==> src/rtl/seven_seg_scan_driver.sv <==
// Four-digit multiplexed seven-segment driver with a 14-cycle shift-and-add-3 binary-to-BCD converter.
// Optional build macro LEAD_ZERO_BLANK_EN blanks leading zero digits (digit 0 is always shown).
module seven_seg_scan_driver #(
  parameter int REFRESH_DIV = 100000
) (
  input  logic        clk,
  input  logic        rst,
  input  logic [13:0] score_in,
  input  logic        load,
  output logic        busy,
  output logic [7:0]  seg,
  output logic [3:0]  an
);

  localparam int CNT_W = (REFRESH_DIV > 1) ? $clog2(REFRESH_DIV) : 1;
  localparam logic [CNT_W-1:0] CNT_MAX = CNT_W'(REFRESH_DIV - 1);

  typedef enum logic {IDLE, CONVERT} state_t;

  state_t           state_reg, state_next;
  logic [3:0]       iter_reg, iter_next;
  logic [13:0]      bin_reg, bin_next;
  logic [15:0]      bcd_reg, bcd_next;
  logic [15:0]      disp_reg, disp_next;
  logic [15:0]      bcd_adj;
  logic [13:0]      sat_score;

  logic [CNT_W-1:0] cnt_reg;
  logic [1:0]       idx_reg;
  logic [7:0]       seg_reg;
  logic [3:0]       an_reg;
  logic [3:0]       cur_digit;
  logic             blank;
  logic [7:0]       seg_dec;
  logic [3:0]       an_dec;

  function automatic logic [7:0] encode(input logic [3:0] d);
    case (d)
      4'd0:    encode = 8'hC0;
      4'd1:    encode = 8'hF9;
      4'd2:    encode = 8'hA4;
      4'd3:    encode = 8'hB0;
      4'd4:    encode = 8'h99;
      4'd5:    encode = 8'h92;
      4'd6:    encode = 8'h82;
      4'd7:    encode = 8'hF8;
      4'd8:    encode = 8'h80;
      4'd9:    encode = 8'h90;
      default: encode = 8'hFF;
    endcase
  endfunction

  assign sat_score = (score_in > 14'd9999) ? 14'd9999 : score_in;

  // Add-3 correction on every BCD nibble before each shift.
  generate
    for (genvar gi = 0; gi < 4; gi++) begin : g_adj
      assign bcd_adj[gi*4 +: 4] = (bcd_reg[gi*4 +: 4] >= 4'd5) ?
                                  bcd_reg[gi*4 +: 4] + 4'd3 : bcd_reg[gi*4 +: 4];
    end
  endgenerate

  always_comb begin
    state_next = state_reg;
    iter_next  = iter_reg;
    bin_next   = bin_reg;
    bcd_next   = bcd_reg;
    disp_next  = disp_reg;
    busy       = 1'b0;
    case (state_reg)
      IDLE: begin
        if (load) begin
          state_next = CONVERT;
          bin_next   = sat_score;
          bcd_next   = '0;
          iter_next  = '0;
        end
      end
      CONVERT: begin
        busy                 = 1'b1;
        {bcd_next, bin_next} = {bcd_adj, bin_reg} << 1;
        iter_next            = iter_reg + 4'd1;
        if (iter_reg == 4'd13) begin
          // Last shift: publish all four digits on the same edge busy drops.
          state_next = IDLE;
          iter_next  = '0;
          disp_next  = bcd_next;
        end
      end
      default: state_next = IDLE;
    endcase
  end

  always_ff @(posedge clk or posedge rst) begin
    if (rst) begin
      state_reg <= IDLE;
      iter_reg  <= '0;
      bin_reg   <= '0;
      bcd_reg   <= '0;
      disp_reg  <= '0;
    end else begin
      state_reg <= state_next;
      iter_reg  <= iter_next;
      bin_reg   <= bin_next;
      bcd_reg   <= bcd_next;
      disp_reg  <= disp_next;
    end
  end

  assign cur_digit = disp_reg[{idx_reg, 2'b00} +: 4];
  assign an_dec    = ~(4'b0001 << idx_reg);

`ifdef LEAD_ZERO_BLANK_EN
  logic [3:0] zero_above;
  assign zero_above[0] = 1'b0;
  generate
    for (genvar gi = 1; gi < 4; gi++) begin : g_zero
      assign zero_above[gi] = (disp_reg[15:gi*4] == '0);
    end
  endgenerate
  assign blank = zero_above[idx_reg];
`else
  assign blank = 1'b0;
`endif

  assign seg_dec = blank ? 8'hFF : encode(cur_digit);

  always_ff @(posedge clk or posedge rst) begin
    if (rst) begin
      cnt_reg <= '0;
      idx_reg <= '0;
      seg_reg <= 8'hFF;
      an_reg  <= 4'hF;
    end else begin
      if (cnt_reg == CNT_MAX) begin
        cnt_reg <= '0;
        idx_reg <= idx_reg + 2'd1;
      end else begin
        cnt_reg <= cnt_reg + 1'b1;
      end
      an_reg  <= an_dec;
      seg_reg <= seg_dec;
    end
  end

  assign seg = seg_reg;
  assign an  = an_reg;

endmodule

==> config.mk <==
export PLATFORM = sky130hd
export DESIGN_NAME = seven_seg_scan_driver
export DESIGN_NICKNAME = d
export VERILOG_FILES = /design/src/rtl/seven_seg_scan_driver.sv
export SDC_FILE = /design/constraint.sdc
export NUM_CORES = 1
export LEC_CHECK = 0
export ABC_AREA = 1
export BUFFER_PORTS_ARGS = -buffer_cell sky130_fd_sc_hd__buf_2
export CAP_MARGIN = 10
export CELL_PAD_IN_SITES_DETAIL_PLACEMENT = 0
export CELL_PAD_IN_SITES_GLOBAL_PLACEMENT = 2
export CORE_MARGIN = 5
export CORE_UTILIZATION = 32
export DETAILED_ROUTE_END_ITERATION = 10
export PLACE_DENSITY_LB_ADDON = 0.3
export SYNTH_ARGS = -nofsm -noshare
export SYNTH_HDL_FRONTEND = slang
export SYNTH_SLANG_ARGS = --single-unit
==> constraint.sdc <==
create_clock -name clk -period 3 [get_ports clk]
set_input_delay 0.6 -clock clk [delete_from_list [all_inputs] [get_ports clk]]
set_output_delay 0.6 -clock clk [all_outputs]
set_load 0.005 [all_outputs]
==> results.tsv <==
stage	metric	value	unit
power_and_ir_drop	power.switching	1.57	mW
floorplan	fp.dieW	126	um
drt	drtIter0Drc	134	
worst_setup_path	cp_max_fo	26	
worst_setup_path	crit_path_start_kind	register	
cells_and_area	drive_gt1_share	16.2	%
sta	skew	0.00587	ns
place	io_buffers	28	
global_route	met1_usage	16.9	%
place	pre_cts_slack	1.21	ns
worst_setup_path	critPathCaptureType	output pin	
cells_and_area	postLayoutCellArea	4930	um^2
sta	fin_ws	1.18	ns
cts	holdBufCountCts	0	
power_and_ir_drop	p_seq_share	38.6	%
synthesis	synth-seq-cells	81	
power_and_ir_drop	p_int	2.87	mW
place	gp_congestion	0.707	
worst_setup_path	cp_top_family	buffers and inverters	
floorplan	dieArea	15800	um^2
place	post-dp-hpwl	6.30	mm
synthesis	synth_edf_count	0	
worst_setup_path	slowest_delay	0.38	ns
global_route	grt_pass1_wl	16.0	mm
global_route	use_met2	18.9	%
cts	cts_num_sinks	81	
global_route	use_met3	2.46	%
drt	ant_nets	0	
worst_setup_path	worstSetupStartpoint	state_reg	
synthesis	synthesis.nets	567	
floorplan	die_height	126	um
place	placed_cells	723	
cts	cts_tree	built	
global_route	grt_util_all_layers	12.3	%
synthesis	synth.cell_area	4290	um^2
drt	finalWirelength	8.87	mm
sta	max-slew-margin-rel	64.2	%
cells_and_area	fillers	1400	
sta	hold_viol_final	0	
cells_and_area	register_area	2040	um^2
global_route	top_usage_layer	met2	
floorplan	coreArea	13200	um^2
power_and_ir_drop	p_sw_share	35.4	%
cts	cts_setup_buffers	0	
global_route	grt_pass1_vias	3301	
sta	rsz0062_at_grt	no	
worst_setup_path	r2r_cells	7	
worst_setup_path	crit_slowest_cell	dfrtp_1	
outcome	status	finished clean	
synthesis	yosys_warnings	0	
sta	layout_min_cycle_time	1.82	ns
drt	drc	0	
cts	path_clk_slew	0.06	ns
synthesis	yosysSeqAreaShare	47.6	%
power_and_ir_drop	vdd_drop_max	0.316	mV
worst_setup_path	arrival	1.22	ns
power_and_ir_drop	power	4.45	mW
drt	wl_per_cell	12.0	um
power_and_ir_drop	pwr-share-clk	28.6	%
sta	setup_viol	0	
power_and_ir_drop	p_leak	2.54	nW
min_path	hold_path.class	in2async	
worst_setup_path	r2r_start	iter_reg[1]	
power_and_ir_drop	power_density	901	nW/um^2
power_and_ir_drop	p_comb_share	32.8	%
sta	fin_crit_sh	60.7	%
sta	timing.fmax	549	MHz
drt	drt-pass1-iter-count	4	
synthesis	ys.flop_type	dfrtp_1	
floorplan	start_util	32.5	%
worst_setup_path	critical_path_class	reg2out	
worst_setup_path	r2r_end	disp_reg[0]	
floorplan	io_pins	30	
worst_setup_path	r2r_slack	1.23	ns
job	cap_viol_max_count	0	
cells_and_area	n_antenna_cell	0	
cells_and_area	nNetsFinal	595	
drt	vias_per_cell	4.44	
drt	vias	3279	
synthesis	synthCells	530	
place	placed_area	4590	um^2
global_route	grt_max_degree	82	
cts	clk-insertion-delay-late	0.34	ns
cells_and_area	fin_cells	739	
worst_setup_path	critPathBufInv	2	
cts	cts_buffers	9	
cells_and_area	largest_register_ffs	17	
global_route	grt_antenna_before_repair	0	
cells_and_area	multi_input_area	1890	um^2
cts	htreeDepth	3	
global_route	grt-ovfl-total	0	
worst_setup_path	worstPathRequired	2.40	ns
worst_setup_path	crit_chain	buf_4 > buf_2	
synthesis	synth_area_per_cell	8.09	um^2
cells_and_area	fin_util	37.4	%
cts	cts_resized	0	
synthesis	async_flop_share	100	%
cts	cts_buffer_depth	2	
sta	slew_viol_final	0	
sta	holdWs	0.309	ns
sta	tightest_slew	0.536	ns
floorplan	rows	42	
cts	cts_root_buffer	clkbuf_16	
sta	tns	0	ns
synthesis	ys_types	31	
cells_and_area	area_delta_synth_final	15.1	%
## power by group through the flow
stage	clock network, mW	registers, mW	logic, mW
floorplan	0	1.68	1.16
global placement	0	1.74	1.46
detailed placement	0	1.74	1.48
CTS	1.32	1.72	1.49
global route	1.36	1.77	1.75
finish	1.27	1.72	1.46
## worst register-to-register path, cell delays in order (launching register included)
cell and delay (ns):
dfrtp_1 0.40, inv_1 0.08, ha_1 0.14, nand3_1 0.12, nor2_2 0.43, inv_2 0.29
nand2_1 0.14, o21ai_1 0.06
## kinds of logic after synthesis
kind of cell / share of synthesized area [%]
DFF: 47.6
AOI/OAI and AO/OA: 5.87
buffers and inverters: 8.35
and+or+nand+nor: 29.0
xor gates and xnor gates: 3.27
other: 0.0875
adders and majority gates: 5.84
## how the worst max path moves through the flow
stage                         to  slack (ns)  cells past startpoint
floorplan             bcd_reg[0]        0.34                      1
global placement    disp_reg[14]        1.22                      7
detailed placement   disp_reg[0]        1.21                      7
CTS                         busy        1.15                      2
global route              seg[5]        1.05                      9
finish                      busy        1.18                      2
## placed cells by master, fill, tap and decap left out, types with 6 or more instances in the layout
master and count:
o21ai_0 15, a22oi_1 10, inv_2 7, buf_2 28, nand3_1 50, xor2_1 15
inv_1 59, o22ai_1 6, clkbuf_16 9, nand2_2 9, dfstp_2 11, nor2_1 38
dfrtp_1 70, nor2_2 8, o21ai_1 8, ha_1 20, nand2_1 172
## synthesized netlist by cell type, drive strengths merged (3+ instances only)
master	number	area [um^2]
nand3	53	280
nand2	182	713
nor2	48	215
nand4	3	18.8
inv	68	258
xor2	15	131
a22oi	10	75.1
dfrtp	70	1750
ha	20	250
o21ai	24	131
o22ai	6	37.5
dfstp	11	289
buf	11	80.1
## routing by layer
layer	wire [um]	up-vias
li1	-	1713
met1	4500	1507
met2	3880	47
met3	305	12
met4	184	0
met5	0	-
## layout make-up
cell class,count,share of cell area [%]
flip-flops and latches,81,41.4
clock inverters,6,2.13
well taps,176,4.46
multi-input cells,366,38.3
repair buffers,30,3.40
clock buffers,10,4.85
inverters,70,5.50
Note: power is estimated with default switching activity, not from simulation.
